==> config.mk <==
export PLATFORM = sky130hd
export DESIGN_NAME = tdm_demux4_flat
export DESIGN_NICKNAME = d
export VERILOG_FILES = /design/src/rtl/tdm_pkg.sv /design/src/rtl/tdm_demux4_if.sv /design/src/rtl/tdm_demux4_slot_decoder.sv /design/src/rtl/tdm_demux4.sv /design/src/flat_wrapper.sv
export SDC_FILE = /design/constraint.sdc
export NUM_CORES = 1
export LEC_CHECK = 0
export CAP_MARGIN = 20
export CORE_ASPECT_RATIO = 1.4
export CORE_UTILIZATION = 25
export CTS_CLUSTER_DIAMETER = 60
export DETAILED_ROUTE_END_ITERATION = 7
export GPL_ROUTABILITY_DRIVEN = 0
export PLACE_DENSITY = 0.47
export SYNTH_ARGS = -nofsm -noshare
export SYNTH_HDL_FRONTEND = slang
export SYNTH_SLANG_ARGS = --single-unit
==> constraint.sdc <==
create_clock -name clk -period 1.7 [get_ports clk]
set_input_delay 0.17 -clock clk [delete_from_list [all_inputs] [get_ports clk]]
set_output_delay 0.17 -clock clk [all_outputs]
set_load 0.01 [all_outputs]
==> src/rtl/tdm_pkg.sv <==
`default_nettype none
// ============================================================================
//  Module      : tdm_pkg
//  Description : Shared constants and helpers for the 4-slot TDM demultiplexer
//  Revision    : 1.0  initial release
// ============================================================================
package tdm_pkg;

    localparam int SLOT_COUNT = 4;
    localparam int SLOT_W     = 2;
    localparam int DROP_W     = 8;

    localparam logic [DROP_W-1:0] DROP_MAX = {DROP_W{1'b1}};

    // Bit-reverse a frame word so slot 0 ends up in the top bit.
    function automatic logic [SLOT_COUNT-1:0] reverse_word(input logic [SLOT_COUNT-1:0] w);
        logic [SLOT_COUNT-1:0] r;
        r = '0;
        for (int i = 0; i < SLOT_COUNT; i++) begin
            r[i] = w[SLOT_COUNT-1-i];
        end
        return r;
    endfunction

endpackage
`default_nettype wire

==> src/rtl/tdm_demux4_if.sv <==
`default_nettype none
// ============================================================================
//  Module      : tdm_demux4_if
//  Description : Serial input and frame-output bundle of the TDM demultiplexer
//  Revision    : 1.0  initial release
// ============================================================================
interface tdm_demux4_if;
    import tdm_pkg::*;

    logic                  din;
    logic                  din_valid;
    logic                  sync;
    logic [SLOT_COUNT-1:0] out;
    logic                  out_valid;
    logic [SLOT_W-1:0]     slot;
    logic [SLOT_COUNT-1:0] slot_sel;
    logic                  sync_err;
    logic [DROP_W-1:0]     drop_cnt;

    // Serial source side: drives the bit stream, observes the frame outputs.
    modport master (
        output din, din_valid, sync,
        input  out, out_valid, slot, slot_sel, sync_err, drop_cnt
    );

    // Demultiplexer side.
    modport slave (
        input  din, din_valid, sync,
        output out, out_valid, slot, slot_sel, sync_err, drop_cnt
    );
endinterface
`default_nettype wire

==> src/rtl/tdm_demux4_slot_decoder.sv <==
`default_nettype none
// ============================================================================
//  Module      : slot_decoder
//  Description : Binary slot index to one-hot select, gated by an enable
//  Revision    : 1.0  initial release
// ============================================================================
module slot_decoder
    import tdm_pkg::*;
(
    input  wire logic [SLOT_W-1:0]     idx,
    input  wire logic                  en,
    output logic      [SLOT_COUNT-1:0] onehot
);

    genvar i;
    // One comparator per output bit.
    generate
        for (i = 0; i < SLOT_COUNT; i++) begin : g_bit
            assign onehot[i] = en & (idx == SLOT_W'(i));
        end
    endgenerate

endmodule
`default_nettype wire

==> src/rtl/tdm_demux4.sv <==
`default_nettype none
// ============================================================================
//  Module      : tdm_demux4
//  Description : 4-slot time-division demultiplexer. Collects serial bits into
//                a staging register and publishes each completed 4-bit frame,
//                with sync-driven realignment and drop counting.
//  Revision    : 1.0  initial release
// ============================================================================
module tdm_demux4
    import tdm_pkg::*;
#(
    parameter bit LSB_FIRST = 1'b1
) (
    input  wire logic    clk,
    input  wire logic    reset,
    tdm_demux4_if.slave  bus
);

    localparam logic [SLOT_W-1:0] LAST_SLOT = SLOT_W'(SLOT_COUNT - 1);

    logic [SLOT_COUNT-2:0] staging;
    logic [SLOT_W-1:0]     slot;
    logic [SLOT_COUNT-1:0] out;
    logic                  out_valid;
    logic                  sync_err;
    logic [DROP_W-1:0]     drop_cnt;

    logic [SLOT_COUNT-1:0] raw_word;
    logic [SLOT_COUNT-1:0] frame_word;

    // The completing bit joins the frame straight from din, so no dead cycle.
    assign raw_word = {bus.din, staging};

    generate
        if (LSB_FIRST) begin : g_lsb_first
            assign frame_word = raw_word;
        end else begin : g_msb_first
            assign frame_word = reverse_word(raw_word);
        end
    endgenerate

    // Slot tracking, staging capture, frame publication and sync handling.
    always_ff @(posedge clk or posedge reset) begin
        if (reset) begin
            staging   <= '0;
            slot      <= '0;
            out       <= '0;
            out_valid <= 1'b0;
            sync_err  <= 1'b0;
            drop_cnt  <= '0;
        end else begin
            out_valid <= 1'b0;
            sync_err  <= 1'b0;
            if (bus.sync) begin
                // Sync wins over frame completion: a partial frame is dropped.
                staging <= '0;
                if (bus.din_valid) begin
                    staging[0] <= bus.din;
                    slot       <= SLOT_W'(1);
                end else begin
                    slot <= '0;
                end
                if (slot != '0) begin
                    sync_err <= 1'b1;
                    if (drop_cnt != DROP_MAX) begin
                        drop_cnt <= drop_cnt + DROP_W'(1);
                    end
                end
            end else if (bus.din_valid) begin
                case (slot)
                    2'd0:    staging[0] <= bus.din;
                    2'd1:    staging[1] <= bus.din;
                    2'd2:    staging[2] <= bus.din;
                    default: ;
                endcase
                slot <= slot + SLOT_W'(1);
                if (slot == LAST_SLOT) begin
                    out       <= frame_word;
                    out_valid <= 1'b1;
                end
            end
        end
    end

    slot_decoder u_slot_decoder (
        .idx    (slot),
        .en     (1'b1),
        .onehot (bus.slot_sel)
    );

    assign bus.out       = out;
    assign bus.out_valid = out_valid;
    assign bus.slot      = slot;
    assign bus.sync_err  = sync_err;
    assign bus.drop_cnt  = drop_cnt;

endmodule
`default_nettype wire

==> src/flat_wrapper.sv <==
// flat-port wrapper written by rule: the top's interface ports become plain ports
module tdm_demux4_flat import tdm_pkg::*;
#(
    parameter bit LSB_FIRST = 1'b1
)
  (clk, reset, bus_din, bus_din_valid, bus_sync, bus_out, bus_out_valid, bus_slot, bus_slot_sel, bus_sync_err, bus_drop_cnt);
  tdm_demux4_if bus_i ();
  input  wire logic clk;
  input  wire logic reset;
  input wire logic [$bits(bus_i.din)-1:0] bus_din;
  input wire logic [$bits(bus_i.din_valid)-1:0] bus_din_valid;
  input wire logic [$bits(bus_i.sync)-1:0] bus_sync;
  output wire logic [$bits(bus_i.out)-1:0] bus_out;
  output wire logic [$bits(bus_i.out_valid)-1:0] bus_out_valid;
  output wire logic [$bits(bus_i.slot)-1:0] bus_slot;
  output wire logic [$bits(bus_i.slot_sel)-1:0] bus_slot_sel;
  output wire logic [$bits(bus_i.sync_err)-1:0] bus_sync_err;
  output wire logic [$bits(bus_i.drop_cnt)-1:0] bus_drop_cnt;
  assign bus_i.din = bus_din;
  assign bus_i.din_valid = bus_din_valid;
  assign bus_i.sync = bus_sync;
  assign bus_out = bus_i.out;
  assign bus_out_valid = bus_i.out_valid;
  assign bus_slot = bus_i.slot;
  assign bus_slot_sel = bus_i.slot_sel;
  assign bus_sync_err = bus_i.sync_err;
  assign bus_drop_cnt = bus_i.drop_cnt;
  tdm_demux4 #(.LSB_FIRST(LSB_FIRST)) u_core (.clk(clk), .reset(reset), .bus(bus_i));
endmodule
==> After elaboration in Yosys (flattened, before gate mapping) <==
Index checks and enable logic that the tools add are counted.
{ "op_classes": {"n_addsub": 2, "eq_ne": 4, "mux": 14, "n_bitwise": 1, "reduce_logical": 11} }
{ "op_table": {"columns": ["cell", "n"], "rows": [
  ["2-to-1 mux 1 bit", 10],
  ["nonzero test 2 bit", 5],
  ["adder 8 x 1 -> 8 bit (second input constant)", 1],
  ["inequality test 8 bit (second input constant)", 1],
  ["2-to-1 mux 3 bit", 2],
  ["AND reduction 2 bit", 3],
  ["AND reduction 3 bit", 2],
  ["== test 2 bit (second input constant)", 2],
  ["2-to-1 mux 2 bit", 2],
  ["adder 2 x 1 -> 2 bit (second input constant)", 1],
  ["== test 2 x 1 -> 1 bit (second input constant)", 1],
  ["logical NOT 2 bit", 1],
  ["NOT 1 bit", 1]
]} }
{ "totals": {"reg_bits": 19, "input_bits": 5, "out_inout_bits": 20, "wordCells": 40} }

==> Logic depth before layout (Yosys ltp) <==
Gate-level depths: netlist of the first run.
{ "depth": {"depth_word": 4, "ltp_mapped": 6, "depth_no_buf": 6} }

==> By module <==
A second synthesis of the first run with hierarchy kept.
{ "hier_totals": {"cells_unflattened": 87, "hier_area_um2": 963.4} }
{ "modules_own_cells": {"columns": ["mod", "instances", "cells_each", "area_per_inst_um2", "seq_area_each_um2"], "rows": [
  ["tdm_demux4", 1, 83, 925.9, 475.5],
  ["slot_decoder", 1, 4, 37.5, 0.0]
]} }

==> Least setup slack after synthesis of the first run <==
OpenSTA, ideal clock, no wires.
{ "synth_path": {"path_type": "reg2reg", "start": "reg u_core.slot[0], in the netlist u_core.bus.slot[0]", "end": "reg u_core.drop_cnt[7], in the netlist u_core.bus.drop_cnt[7]", "arrival_time_ps": 1551, "required_ps": 1572, "path_slack_ps": 22, "stages_incl_launch_ff": 6, "path_buffers": 0, "synth_period_minus_slack_ps": 1678, "cell_sequence": "dfrtp_1 inv_1 ha_1 nand2b_4 nor4_4 mux2_1"} }
{ "synth_between": {"elab_chain_len": 2} }
{ "synth_rtl": {"columns": ["element", "line_no", "source"], "rows": [
  ["start: declaration", "tdm_demux4.sv:22", "logic [SLOT_W-1:0] slot;"],
  ["start signal: assignment", "tdm_demux4.sv:76", "slot <= slot + SLOT_W'(1);"],
  ["nonzero test 2 bit", "tdm_demux4.sv:63", "if (slot != '0) begin"],
  ["AND reduction 3 bit (no line)", null, null],
  ["end signal: assignment", "tdm_demux4.sv:66", "drop_cnt <= drop_cnt + DROP_W'(1);"],
  ["end: declaration", "tdm_demux4.sv:26", "logic [DROP_W-1:0] drop_cnt;"]
]} }
Every way passes these cells.
A chain may end at the register's enable or synchronous reset.

==> Worst setup path after layout of the first run <==
{ "layout_path": {"start": "reg u_core.slot[0], in the netlist u_core.bus.slot[0]", "end": "out bus_slot_sel[3]"} }
{ "layout_between": {"elab_chain_len": 1} }
{ "layout_rtl": {"columns": ["element", "line_no", "source"], "rows": [
  ["== test 2 bit", "tdm_demux4_slot_decoder.sv:19", "assign onehot[i] = en & (idx == SLOT_W'(i));"],
  ["end: declaration", "flat_wrapper.sv:16", "output wire logic [$bits(bus_i.slot_sel)-1:0] bus_slot_sel;"]
]} }
Every way passes these cells.

==> metrics, run 1 <==
startpoint types flop; f_max 612 MHz; DRT Pass-1 Iters 4; global-route wire length before repair 3.53 mm; WS Path Type flop to primary output; RSZ-0062 raised after global routing false; clock skew 2.61 ps; Critical Path Sink Type primary output; gr busiest metal met2; Rows 25; Seq/Total Area, Yosys 51.8%; Max Root-Sink Buffers 2; Cell Count, Final, Fillers Out 155; share of layout cells above drive strength 1 19.1%; multi-input logic area 418 µm²; initial DRC count 13; CTS root buf clkbuf_8; area delta synth->final 44.6%; worst min path class primary input to async pin; DR DRC count 0; CP arrival 1460 ps; Final Max Tran Viols 0; commonest non-fill, non-tap cell in the layout clkdlybuf4s50_1; fin crit share 96.1%; slew margin rel. 81.8%; Initial Utilization 26.7%; # setup viols final 0; largest net degree at the start of global routing 20; area of the core 3440 µm²; largest stage delay on the critical path 480 ps; syn nets 88; Die ar. 3920 µm²; Fillers 351; leakage power 0.000619 µW; Avg Inst Size Synth 11.8 µm²; met1 usage 14.3%; status completed; worst vdd ir 591 µV; met2 usage 22.8%; clock sinks 19; Post-Place Cells 151; sequential standard cell area 475 µm²; Inserted Diodes 0; H-tree levels 1; Warnings, synthesis 0; Tmin final 1630 ps; Yosys reg bits 19; IO Pins 25; Worst Max-Slew Pin Slew 271 ps; placed cell areas 1280 µm²; Tot GR Track Use 12.6%; IO buf count 24; Post-synth ARST share 100%; CTS Hold Bufs 0; P per Cell Area 1300 nW/µm²; CTS tree yes; ys flop type dfrtp_1; most frequent cells in the layout 21 x clkdlybuf4s50_1, 19 x dfrtp_1, 10 x buf_4; final count of hold timing violations 0; vias in the first global route 764; Max-cap violations 0; critical-path cell list buf_4 > ha_1 > clkdlybuf4s50_1; gr ovfl total 0; Die W 53.2 µm; Routed wire per std cell 13.6 µm; crit-path max FO 4; Hold Slack 232 ps; Mapped Cells 78; Synth Cell Area 917 µm²; DP HPWL 1.63 mm; later-pin clock latency in the skew report 250 ps; CTS Buf Count 3; design area 1330 µm²; Setup Fix Bufs, Post-CTS 0; initial antenna violation count 0; post-route ant nets 0; detailed-route via count 740; Worst Path Required 1530 ps; Post-Route Setup TNS 0 ps; DIE HEIGHT 73.7 µm; Worst-path clk slew 70 ps; DRT Wirelength 2.11 mm; grt met3 use 1.86%; number of synthesized flops with an enable pin 0; Netlist cell types 28; vias per cell 4.77; nets@finish 126; CP max stage cell clkdlybuf4s50_1
kinds of logic after synthesis:
logic type | after synthesis | synth area share, %
xor gates and xnor gates | 5 | 4.78
buffers and inverters | 6 | 2.59
muxes | 7 | 8.46
adders and majority gates | 5 | 6.82
DFF | 19 | 51.8
and+or+nand+nor | 26 | 18.3
AOI/OAI and AO/OA | 10 | 7.23
critical path, delay by kind of cell, from the launching register on:
| family | cells | cell delay, ps |
|---|---|---|
| fa+ha+maj | 1 | 210 |
| buf+inv | 2 | 630 |
| flops | 1 | 380 |
synth_stat cells, types with 2 or more instances:
master,count,area (µm²)
mux2_2,4,45.0
dfrtp_1,19,475
xnor2_1,3,26.3
nand2_1,9,33.8
ha_1,5,62.6
xor2_1,2,17.5
nor2_1,2,7.51
a21oi_1,5,25.0
nand3b_1,2,15.0
nand3_1,4,20.0
mux2_1,2,22.5
inv_1,4,15.0
and4_1,2,17.5
per-layer routing:
layer	routed length, µm	vias up	part of all wire (%)
li1	-	351	-
met1	888	362	42
met4	26	0	1.2
met2	1110	23	53
met3	85	4	4.0
met5	0	-	0
where the power goes:
| part | switching, µW | internal, µW | total (µW) |
|---|---|---|---|
| clock | 141 | 166 | 308 |
| sequential | 131 | 572 | 703 |
| combinational | 311 | 402 | 713 |
| total | 584 | 1140 | 1720 |
cell type report:
class	instances	share of cell area (%)
multi-input cells	53	31.5
inverters	5	1.42
repair buffers	34	24.1
clock buffers	4	3.40
flip-flops and latches	19	35.8
well taps	40	3.77
worst paths after layout:
kind	start	to	slack, ps	cells past startpoint
min in group clk	u_core.staging[1]	u_core.bus.out[1]	510	1
worst max register to register	u_core.bus.slot[0]	u_core.bus.drop_cnt[7]	140	5
worst min register to register	u_core.staging[1]	u_core.bus.out[1]	510	1
max in group asynchronous	reset	u_core.bus.slot[1]	1260	3
worst max-delay path	u_core.bus.slot[0]	bus_slot_sel[3]	70	3
worst min-delay path	reset	u_core.bus.drop_cnt[5]	230	3
per-stage QoR:
step | utilization (%) | setup WS (ps) | total power [µW]
floorplan | - | 21.8 | 1020
global placement | 37.1 | 132 | 1430
detailed placement | 37.1 | 93.9 | 1440
CTS | 38.4 | 19.1 | 1750
global route | 38.5 | 5.28 | 1860
finish | 38.5 | 66.5 | 1720
flip-flops by register name, indices dropped and copies added (netlist names):
register / count
u_core.staging: 3
u_core.bus.sync_err: 1
u_core.bus.slot: 2
u_core.bus.drop_cnt: 8
u_core.bus.out_valid: 1
u_core.bus.out: 4
what timing repair did:
action                                  4_1_cts  5_1_grt
pin swaps                                     0        0
endpoints found under the setup margin        1        2
resized for setup                             1        2
endpoints found under the hold margin         0        0
Power figures use the tool's default switching activity.
==> run 2, diff against run 1 <==
--- a/config.mk
+++ b/config.mk
@@ -11,7 +11,9 @@
 export CTS_CLUSTER_DIAMETER = 60
 export DETAILED_ROUTE_END_ITERATION = 7
 export GPL_ROUTABILITY_DRIVEN = 0
+export GPL_TIMING_DRIVEN = 0
 export PLACE_DENSITY = 0.47
+export SKIP_CTS_REPAIR_TIMING = 1
 export SYNTH_ARGS = -nofsm -noshare
 export SYNTH_HDL_FRONTEND = slang
 export SYNTH_SLANG_ARGS = --single-unit
==> run 2 against run 1 <==
  * Largest power group is now registers
  * Critical path depth grew 2
  * Flip-flop and latch count is the same
  * First-iteration DRC count shrank 38%
  * Register-to-register slack lost 80 ps
  * Utilization shrank 1.7 points
  * Via count shrank 6.4%
  * Power shrank 3.8%
==> metrics, run 2 (synthesized netlist as in run 1, its figures left out) <==
status completed; Post-Route Setup TNS 0 ps (unchanged); WS Path Type flop to flop; later-pin clock latency in the skew report 250 ps (about the same); Die ar. 3920 µm² (unchanged); Regs by FF count u_core.bus.drop_cnt (8), u_core.bus.out (4), u_core.staging (3); min-delay src bus_din_valid; startpoint types flop; final count of hold timing violations 0 (unchanged); H-tree levels 1 (unchanged); DP Worst Slack -66.9 ps (-161 ps); max reg flops 8 (unchanged); most frequent cells in the layout 20 x clkdlybuf4s50_1, 17 x dfrtp_1, 9 x nand2_1; P per Cell Area 1310 nW/µm² (+0.78%); CTS root buf clkbuf_8; area delta synth->final 38.1%; IO Pins 25 (unchanged); crit-path max FO 5 (+1); # setup viols final 0 (unchanged); DP HPWL 1.38 mm (-15%); leakage power 0.000582 µW (-6.1%); vias in the first global route 723 (-5.4%); vias per cell 4.75 (-0.58%); area of the core 3440 µm² (unchanged); Final Max Tran Viols 0 (unchanged); Routed wire per std cell 12.7 µm (-6.9%); DR DRC count 0 (unchanged); Critical Path Sink Type flop; Worst-path clk slew 60 ps (about the same); Worst Path Required 1830 ps (+300 ps); Tmin final 1640 ps (+7.88 ps); clock sinks 19 (unchanged); DRT Pass-1 Iters 4 (unchanged); global-route wire length before repair 3.07 mm (-13%); Worst Max-Slew Pin Slew 735 ps (+465 ps); Initial Utilization 26.7% (unchanged); detailed-route via count 693 (-6.4%); worst min path class primary input to flop; largest net degree at the start of global routing 20 (unchanged); clock skew 0.473 ps (-2.14 ps); Tot GR Track Use 10.8% (-1.8 points); DRT Wirelength 1.85 mm (-12%); CP Launch Point u_core.bus.slot[0]; f_max 609 MHz (-0.48%); Die W 53.2 µm (unchanged); Max Root-Sink Buffers 2 (unchanged); CTS Buf Count 3 (unchanged); RSZ-0062 raised after global routing false; Reg-to-Reg Start u_core.bus.slot[0]; nets@finish 117 (-7.1%); Rows 25 (unchanged); Fillers 357 (+1.7%); DIE HEIGHT 73.7 µm (unchanged); worst vdd ir 430 µV (-27%); Inserted Diodes 0 (unchanged); fin crit share 96.6% (+0.46 points); Largest Register u_core.bus.drop_cnt; gr ovfl total 0 (unchanged); CP arrival 1770 ps (+310 ps); commonest non-fill, non-tap cell in the layout clkdlybuf4s50_1; slew margin rel. 50.9% (-31 points); initial antenna violation count 0 (unchanged); setup ws final 58.6 ps (-7.88 ps); Max-cap violations 0 (unchanged); post-route ant nets 0 (unchanged); initial DRC count 8 (-5); CTS tree yes; IO buf count 23 (-4.2%); share of layout cells above drive strength 1 17.0% (-2.1 points)
-- run 2: layout make-up --
type	count	area, µm²	area share (%)
Clock buffer	4	45.0	3.56
Multi-Input combinational cell	53	424	33.5
Tap cell	40	50.0	3.95
Inverter	5	18.8	1.48
Timing Repair Buffer	24	245	19.4
Buffer	1	5.00	0.395
Sequential cell	19	478	37.7
-- run 2: worst paths after layout --
path	to	slack [ps]	depth (start not counted)
max reg2reg	u_core.bus.drop_cnt[7]	60	5
max in group asynchronous	u_core.bus.drop_cnt[1]	840	2
max	u_core.bus.drop_cnt[7]	60	5
min reg2reg	u_core.bus.out[1]	510	1
min	u_core.bus.slot[0]	240	2
min in group asynchronous	u_core.bus.sync_err	340	2
-- run 2: critical path: stages (launching register included) --
cell      delay (ps)
dfrtp_1          420
inv_1             90
ha_2             220
nand2b_4         180
nor4_4           300
mux2_4           320
-- run 2: report_power, final --
group / total [µW] / switching (µW) / internal, µW
logic: 619 / 266 / 353
registers: 741 / 163 / 578
clock network: 299 / 133 / 166
total: 1660 / 562 / 1100
-- run 2: metal layers --
| metal | up-vias | track usage [%] | part of all wire [%] |
|---|---|---|---|
| met2 | 21 | 19.0 | 51 |
| met3 | 2 | 2.28 | 5.6 |
| met4 | 0 | 5.26 | 0.76 |
| met5 | - | 0 | 0 |
| met1 | 341 | 12.1 | 43 |
| li1 | 329 | - | - |
-- run 2: metrics by stage --
| stage | utilization, % | instance area, µm² | instances | power, µW | hold WS, ps |
|---|---|---|---|---|---|
| 6_report | 36.8 | 1270 | 146 | 1660 | 237 |
| 3_3_place_gp | 34.8 | 1200 | 141 | 1350 | 493 |
| 5_1_grt | 36.8 | 1270 | 146 | 1790 | 241 |
| 2_1_floorplan | - | 917 | 78 | 1020 | 121 |
| 4_1_cts | 36.1 | 1240 | 145 | 1670 | 229 |
| 3_5_place_dp | 34.8 | 1200 | 141 | 1360 | 494 |
==> run 3, diff against run 2 <==
--- a/config.mk
+++ b/config.mk
@@ -12,6 +12,7 @@
 export DETAILED_ROUTE_END_ITERATION = 7
 export GPL_ROUTABILITY_DRIVEN = 0
 export GPL_TIMING_DRIVEN = 0
+export HOLD_SLACK_MARGIN = 0.06
 export PLACE_DENSITY = 0.47
 export SKIP_CTS_REPAIR_TIMING = 1
 export SYNTH_ARGS = -nofsm -noshare
==> constraint.sdc (replaced) <==
create_clock -name clk -period 1.87 [get_ports clk]
set_input_delay 0.187 -clock clk [delete_from_list [all_inputs] [get_ports clk]]
set_output_delay 0.187 -clock clk [all_outputs]
set_load 0.01 [all_outputs]
==> run 3 against run 2 <==
  * Utilization is 0.69 points lower
  * Hold slack better by 17 ps
  * Clock-buffer cell count stayed put
  * Via count is 2.2% lower
  * Die area stayed put
  * Setup slack better by 46 ps
  * Clock power is 9.0% lower
  * Power is 9.8% lower
  * Design area is 1.9% lower
  * Register-to-register slack better by 110 ps
  * Sequential power is 10% lower
  * Highest routed layer unchanged
==> metrics, run 3 (synthesized netlist as in run 1, its figures left out) <==
initial DRC count 8 (unchanged); fin crit share 94.4%; Rows 25 (unchanged); DR DRC count 0 (unchanged); power share of the clock group 18.2% (+0.2 points); # setup viols final 0 (unchanged); area delta synth->final 35.5%; Cell Count, Final, Fillers Out 145 (-0.68%); initial antenna violation count 0 (unchanged); worst vdd ir 396 µV (-7.9%); placed cell areas 1200 µm² (unchanged); IO buf count 23 (unchanged); DP Worst Slack 86.1 ps (+153 ps); Worst Path Required 1680 ps (-150 ps); CTS Buf Count 3 (unchanged); vias in the first global route 723 (unchanged); clock sinks 19 (unchanged); Post-Place Cells 141 (unchanged); Max-cap violations 0 (unchanged); RSZ-0062 raised after global routing false; leakage power 0.000541 µW (-6.9%); max reg flops 8 (unchanged); post-route ant nets 0 (unchanged); Gate power share 37.2% (about the same); Initial Utilization 26.7% (unchanged); detailed-route via count 678 (-2.2%); global-route wire length before repair 3.07 mm (unchanged); DP HPWL 1.38 mm (unchanged); worst min path class primary input to flop; Net Sw Frac 34.0% (+0.090 points); startpoint types flop; Die ar. 3920 µm² (unchanged); vias per cell 4.68 (-1.5%); slew margin rel. 51.0% (about the same); DRT Pass-1 Iters 4 (unchanged); f_max 566 MHz; Tmin final 1770 ps; commonest non-fill, non-tap cell in the layout clkdlybuf4s50_1; Die W 53.2 µm (unchanged); final count of hold timing violations 0 (unchanged); DIE HEIGHT 73.7 µm (unchanged); Inserted Diodes 0 (unchanged); CP arrival 1580 ps (-190 ps); sw power 508 µW (-9.6%); WS Path Type flop to primary output; nets@finish 116 (-0.85%); Final Max Tran Viols 0 (unchanged); design area 1240 µm² (-1.9%); DRT Wirelength 1.82 mm (-1.8%); IO Pins 25 (unchanged); total power 1500 µW (-9.8%); CTS tree yes; gr ovfl total 0 (unchanged); share of layout cells above drive strength 1 12.4% (-4.6 points); sequential share of power 44.6% (about the same); Largest Register u_core.bus.drop_cnt; status completed; most frequent cells in the layout 23 x clkdlybuf4s50_1, 19 x dfrtp_1, 9 x nand2_1; Post-Route Setup TNS 0 ps (unchanged); crit-path max FO 5 (unchanged); Worst Max-Slew Pin Slew 735 ps (-0.706 ps); Worst-path clk slew 60 ps (about the same); area of the core 3440 µm² (unchanged); Critical Path Sink Type primary output; clock skew 0.504 ps (+0.0312 ps); Routed wire per std cell 12.5 µm (-1.2%); P per Cell Area 1200 nW/µm² (-8.1%); later-pin clock latency in the skew report 250 ps (about the same); setup ws final 105 ps (+46.0 ps); Internal Power 988 µW (-10%); Regs by FF count u_core.bus.drop_cnt (8), u_core.bus.out (4), u_core.staging (3); Tot GR Track Use 10.8% (unchanged); H-tree levels 1 (unchanged); Max Root-Sink Buffers 2 (unchanged); largest net degree at the start of global routing 20 (unchanged); CTS root buf clkbuf_8
run 3: changes by cell type in the layout (fill, tap and decap cells not counted), sizes merged:
cell | previous run | this run
clkdlybuf4s50 | 20 | 23
buf | 2 | 1
dlymetal6s2s | 3 | 0
run 3: path summary, 6_finish.rpt:
path / slack (ps) / depth (start not counted) / endpoint / start
setup / recovery: 100 / 3 / bus_slot_sel[0] / u_core.bus.slot[0]
hold / removal: 250 / 2 / u_core.bus.slot[0] / bus_din_valid
setup reg to reg: 170 / 5 / u_core.bus.drop_cnt[7] / u_core.bus.slot[0]
hold reg to reg: 510 / 1 / u_core.bus.out[1] / u_core.bus.out[1]
max in group asynchronous: 1040 / 2 / u_core.bus.slot[0] / reset
min in group asynchronous: 360 / 2 / u_core.bus.sync_err / reset
run 3: cell type report:
type	instances	area [µm²]
Clock buffer	4	45.0
Inverter	5	18.8
Timing Repair Buffer	23	230
Multi-Input combinational cell	53	418
Fill cell	359	2200
Tap cell	40	50.0
Sequential cell	19	475
Buffer	1	5.00
run 3: power by group through the flow:
stage	clock (µW)	combinational [µW]	sequential, µW
global route	311	613	691
CTS	286	568	668
detailed placement	0	565	675
finish	272	557	667
global placement	0	555	672
floorplan	0	233	692
run 3: routing by layer:
layer / up-vias / track usage [%] / routed length [µm]
met4: 0 / 5.26 / 14
met1: 328 / 12.1 / 781
met3: 2 / 2.28 / 100
met5: - / 0 / 0
li1: 327 / - / -
met2: 21 / 19.0 / 921
run 3: critical path, stage by stage, from the launching register on:
cell and delay, ps:
dfrtp_1 430, inv_1 100, ha_1 230, clkdlybuf4s50_1 570
run 3: stage by stage:
step	hold WS (ps)	utilization [%]
final	255	36.1
after global routing	258	36.1
after CTS	246	36.1
after detailed placement	497	34.8
after global placement	493	34.8
after floorplan	138	-
